===== src/rtl/matrix_read_sequencer.sv =====
// Streams a contiguous range of matrix layers out of row-addressed storage,
// one row per cycle, through a single registered valid/ready output stage.
module matrix_read_sequencer #(
  parameter int size      = 3,
  parameter int data_size = 16,
  parameter int max_layer = 36
) (
  input  logic                      clk,
  input  logic                      rst_n,
  input  logic                      start,
  input  logic [31:0]               start_layer,
  input  logic [31:0]               layer_count,
  output logic                      busy,
  output logic                      done,
  output logic                      error,
  output logic [31:0]               mem_read_layer_index,
  output logic [31:0]               mem_read_row_index,
  output logic                      mem_is_read,
  input  logic [data_size*size-1:0] mem_read_data,
  output logic [data_size*size-1:0] out_data,
  output logic                      out_valid,
  input  logic                      out_ready,
  output logic [31:0]               out_layer_index,
  output logic [31:0]               out_row_index,
  output logic                      out_last
);

  typedef enum logic [1:0] {IDLE, STREAM, DRAIN, DONE} state_t;

  state_t state_q, state_d;

  logic [31:0]               layer_q, layer_d;
  logic [31:0]               row_q, row_d;
  logic [31:0]               last_layer_q, last_layer_d;
  logic [data_size*size-1:0] out_data_q, out_data_d;
  logic                      out_valid_q, out_valid_d;
  logic [31:0]               out_layer_q, out_layer_d;
  logic [31:0]               out_row_q, out_row_d;
  logic                      out_last_q, out_last_d;
  logic                      error_q, error_d;

  logic [32:0] req_end;
  logic        req_ok;
  logic        start_accept;
  logic        row_wrap;
  logic        final_row;

  // The 33-bit sum keeps a huge start_layer from wrapping into a "valid" range.
  assign req_end      = {1'b0, start_layer} + {1'b0, layer_count};
  assign req_ok       = (layer_count != 32'd0) && (req_end <= 33'(max_layer));
  assign start_accept = (state_q == IDLE) && start && req_ok;
  assign row_wrap     = (row_q == 32'(size - 1));
  assign final_row    = row_wrap && (layer_q == last_layer_q);

  // NOTE: sequential state uses non-blocking assignments so every flop samples
  // the pre-edge values regardless of process ordering.
  always_ff @(posedge clk) begin
    if (!rst_n) state_q <= IDLE;
    else        state_q <= state_d;
  end

  always_comb begin
    state_d = state_q;
    unique case (state_q)
      IDLE:    if (start_accept) state_d = STREAM;
      STREAM:  if (mem_is_read && final_row) state_d = DRAIN;
      DRAIN:   if (out_valid_q && out_ready && out_last_q) state_d = DONE;
      DONE:    state_d = IDLE;
      default: state_d = IDLE;
    endcase
  end

  always_comb begin
    busy                 = (state_q != IDLE);
    done                 = (state_q == DONE);
    mem_is_read          = (state_q == STREAM) && (!out_valid_q || out_ready);
    mem_read_layer_index = '0;
    mem_read_row_index   = '0;
    if (state_q == STREAM) begin
      mem_read_layer_index = layer_q;
      mem_read_row_index   = row_q;
    end
  end

  // NOTE: every variable starts from a hold/default value so no path leaves it
  // unassigned, which would otherwise infer a latch.
  always_comb begin
    layer_d      = layer_q;
    row_d        = row_q;
    last_layer_d = last_layer_q;
    out_data_d   = out_data_q;
    out_valid_d  = out_valid_q;
    out_layer_d  = out_layer_q;
    out_row_d    = out_row_q;
    out_last_d   = out_last_q;
    error_d      = (state_q == IDLE) && start && !req_ok;

    if (start_accept) begin
      layer_d      = start_layer;
      row_d        = '0;
      last_layer_d = start_layer + layer_count - 32'd1;
    end

    if (mem_is_read) begin
      out_data_d  = mem_read_data;
      out_layer_d = layer_q;
      out_row_d   = row_q;
      out_last_d  = final_row;
      out_valid_d = 1'b1;
      // Counters park on the final row so they never point past the range.
      if (!final_row) begin
        if (row_wrap) begin
          row_d   = '0;
          layer_d = layer_q + 32'd1;
        end else begin
          row_d = row_q + 32'd1;
        end
      end
    end else if (out_valid_q && out_ready) begin
      out_valid_d = 1'b0;
    end
  end

  always_ff @(posedge clk) begin
    if (!rst_n) begin
      layer_q      <= '0;
      row_q        <= '0;
      last_layer_q <= '0;
      out_data_q   <= '0;
      out_valid_q  <= 1'b0;
      out_layer_q  <= '0;
      out_row_q    <= '0;
      out_last_q   <= 1'b0;
      error_q      <= 1'b0;
    end else begin
      layer_q      <= layer_d;
      row_q        <= row_d;
      last_layer_q <= last_layer_d;
      out_data_q   <= out_data_d;
      out_valid_q  <= out_valid_d;
      out_layer_q  <= out_layer_d;
      out_row_q    <= out_row_d;
      out_last_q   <= out_last_d;
      error_q      <= error_d;
    end
  end

  assign out_data        = out_data_q;
  assign out_valid       = out_valid_q;
  assign out_layer_index = out_layer_q;
  assign out_row_index   = out_row_q;
  assign out_last        = out_last_q;
  assign error           = error_q;

endmodule


===== config.mk =====
export PLATFORM = sky130hd
export DESIGN_NAME = matrix_read_sequencer
export DESIGN_NICKNAME = d
export VERILOG_FILES = /design/src/rtl/matrix_read_sequencer.sv
export SDC_FILE = /design/constraint.sdc
export NUM_CORES = 1
export LEC_CHECK = 0
export BUFFER_PORTS_ARGS = -buffer_cell sky130_fd_sc_hd__buf_2
export CORE_MARGIN = 2
export CORE_UTILIZATION = 52
export CTS_BUF_LIST = sky130_fd_sc_hd__clkbuf_8
export DETAILED_ROUTE_END_ITERATION = 8
export PLACE_DENSITY = 0.73
export SLEW_MARGIN = 20
export SYNTH_ARGS = -nofsm -noshare
export SYNTH_HDL_FRONTEND = slang
export SYNTH_SLANG_ARGS = --single-unit

===== constraint.sdc =====
create_clock -name clk -period 11.95 [get_ports clk]
set_input_delay 2.39 -clock clk [delete_from_list [all_inputs] [get_ports clk]]
set_output_delay 2.39 -clock clk [all_outputs]
set_load 0.05 [all_outputs]

==> flow_summary.toml <==
[sta]
max_freq_ghz = 0.149
min_period_over_period_pct = 56.3
tightest_slew_ps = 1070
hold_viol_final = 0
fin_crit_ps = 6730
layout_setup_ws_ps = 5220
setup_viol = 0
drv_slew = 0
hold-worst-slack_ps = 448
relSlewSlack_pct = 28.4
tns_ps = 0
skew_ps = 20.6
grt_setup_unrepaired = "false"

[drt]
drtAntennaViolNets = 0
wl_per_cell_microns = 19.1
first_pass_iters = 5
vias_per_cell = 6.04
drt_iter0_markers = 1709
route.vias.total = 16183
drc = 0
drt_wl_total_microns = 51300

[clock_tree]
post_cts_resize_count = 0
cts_buffer_depth = 3
cts_setup_buffers = 0
cts_hold_buf = 0
clk_pin_slew_worst_paths_ps = 50
cts_max_level = 2
worstSkewPairLatency_ps = 530
numCtsBuffers = 37
cts_root_buf = "clkbuf_8"
cts_tree = "yes"
cts.sinks = 213

[power]
ir_worst_vdd_mv = 0.0551
p_per_area_mw_per_mm2 = 110
p_leak_nw = 7.22
power_mw = 1.90

[placed_design]
portBuffers = 297
place_congestion = 0.966
place_hpwl_microns = 38200
dp_worst_setup_slack_ps = 5050

[global_routing]
grt_overflow = 0
grt_start_max_net_pins = 118
gr-usage-all-layers_pct = 32.0
grt_pass1_vias = 14480
grt_first_pass_wirelength_microns = 78700
antenna_found_initial = 1

[yosys]
synth_top_area_share_pct = 28.5
syn_inst = 2065
ys_ff_latch = 213
synth.area.top_cells = "dfxtp_1, nand2_1, ha_1"
async_reset_ff_share_pct = 0
syn-num-nets = 2284
ys_seq_area_share_pct = 28.5
synth_area_sq_mm = 0.0150
yosysUniqueCellTypes = 81
ys_warn_count = 0
synth_ff_type = "dfxtp_1"
postSynthAreaPerCell_sq_um = 7.24
yosysMostFrequentCell = "nand2_1"
post-synth-top-area-cell = "dfxtp_1"
yosys-top-cells-count = "nand2_1, a21oi_1, dfxtp_1"
synth_edf_count = 0

[die]
io_pins = 298
die_y_microns = 174
core_sq_mm = 0.0285
num_rows = 62
start_util_pct = 52.5
die_w_microns = 174
dieArea_sq_mm = 0.0301

[worst_setup_path]
slowest_delay_ps = 670
crit_path_start_kind = "input pin"
crit_chain = "buf_2 -> nand2b_1 -> nand2_4 -> clkinv_2 -> buf_2"
crit_path_end_kind = "output pin"
cp_common_cell = "buf_2"
path_class = "in2out"
path_max_fanout = 55
reg2reg_depth = 10
cp.arrival_ps = 4340
critical_path.slowest_cell = "clkinv_2"
worst_ep_required_time_ps = 9560

[hold_path]
hold_path.class = "reg2reg"
holdPathStages = 2

[run]
maxCapViolations = 0

[cells_and_area]
final_nets = 2489
drive_gt1_share_pct = 17.3
syn_to_final_growth_pct = 15.0
num_antenna_cells = 0

[run_status]
status = "complete, no violations"
-- logic make-up after synthesis --
| logic type | Yosys count | synth area share [%] |
|---|---|---|
| AND/OR/NAND/NOR | 799 | 26.0 |
| AO/OA/AOI/OAI | 584 | 24.9 |
| buffers and inverters | 293 | 7.54 |
| flip-flops | 213 | 28.5 |
| adder cells (fa/ha/maj) | 103 | 8.72 |
| XOR/XNOR | 65 | 3.81 |
| multiplexers | 8 | 0.594 |
-- state kept, by name (all words and copies together), names as in the netlist, 2 cells and up --
name,count
state_q,2
last_layer_q,32
row_q,32
out_row_index,32
out_data,48
layer_q,32
out_layer_index,32
-- where the power goes --
| part | internal [mW] | switching, mW |
|---|---|---|
| logic | 0.163 | 0.362 |
| clock network | 0.340 | 0.301 |
| registers | 0.722 | 0.00638 |
-- worst paths after layout --
path	from	end	slack (ps)
setup / recovery	out_ready	mem_is_read	5220
hold / removal	out_data[11]	out_data[11]	450
setup reg to reg	layer_q[0]	layer_q[14]	7940
hold reg to reg	out_data[11]	out_data[11]	450
-- through the flow --
stage | utilization, % | instances | instance area [sq um]
2_1_floorplan | - | 2065 | 15000
3_3_place_gp | 57.9 | 2615 | 16500
3_5_place_dp | 57.9 | 2615 | 16500
4_1_cts | 60.4 | 2679 | 17200
5_1_grt | 60.4 | 2679 | 17200
6_report | 60.4 | 2679 | 17200
-- layer usage --
layer  track usage, %  share of wire (%)  vias up
li1                 -                  -     7752
met1             44.8                 44     7510
met2             50.3                 44      813
met5                0              0.025        -
met3             4.67                8.4      106
met4             11.6                3.3        2
-- critical path: cells and delay by family --
| family | cells | cell delay (ps) |
|---|---|---|
| buffers and inverters | 3 | 1210 |
| AND/OR/NAND/NOR | 2 | 710 |
-- layout make-up --
cell class	instances	area, sq um
multi-input combinational	1559	9600
inverter	149	566
fill	2714	11300
clock inverter	23	136
clock buffer	41	564
timing repair buffer	310	1590
tap	384	480
sequential	213	4260
-- placed cells by master (no fill, tap or decap), types with 41 or more instances in the layout --
cell type / netlist / layout
nor3_1: 45 / 45
and2_1: 69 / 68
nand2_1: 343 / 342
xnor2_1: 61 / 61
clkbuf_8: 0 / 41
a21oi_1: 217 / 217
o21ai_0: 104 / 103
buf_2: 19 / 296
ha_1: 101 / 100
dfxtp_1: 213 / 213
nand3_1: 81 / 81
inv_1: 147 / 161
nor2_1: 89 / 87
(Power assumes the default switching activity.)
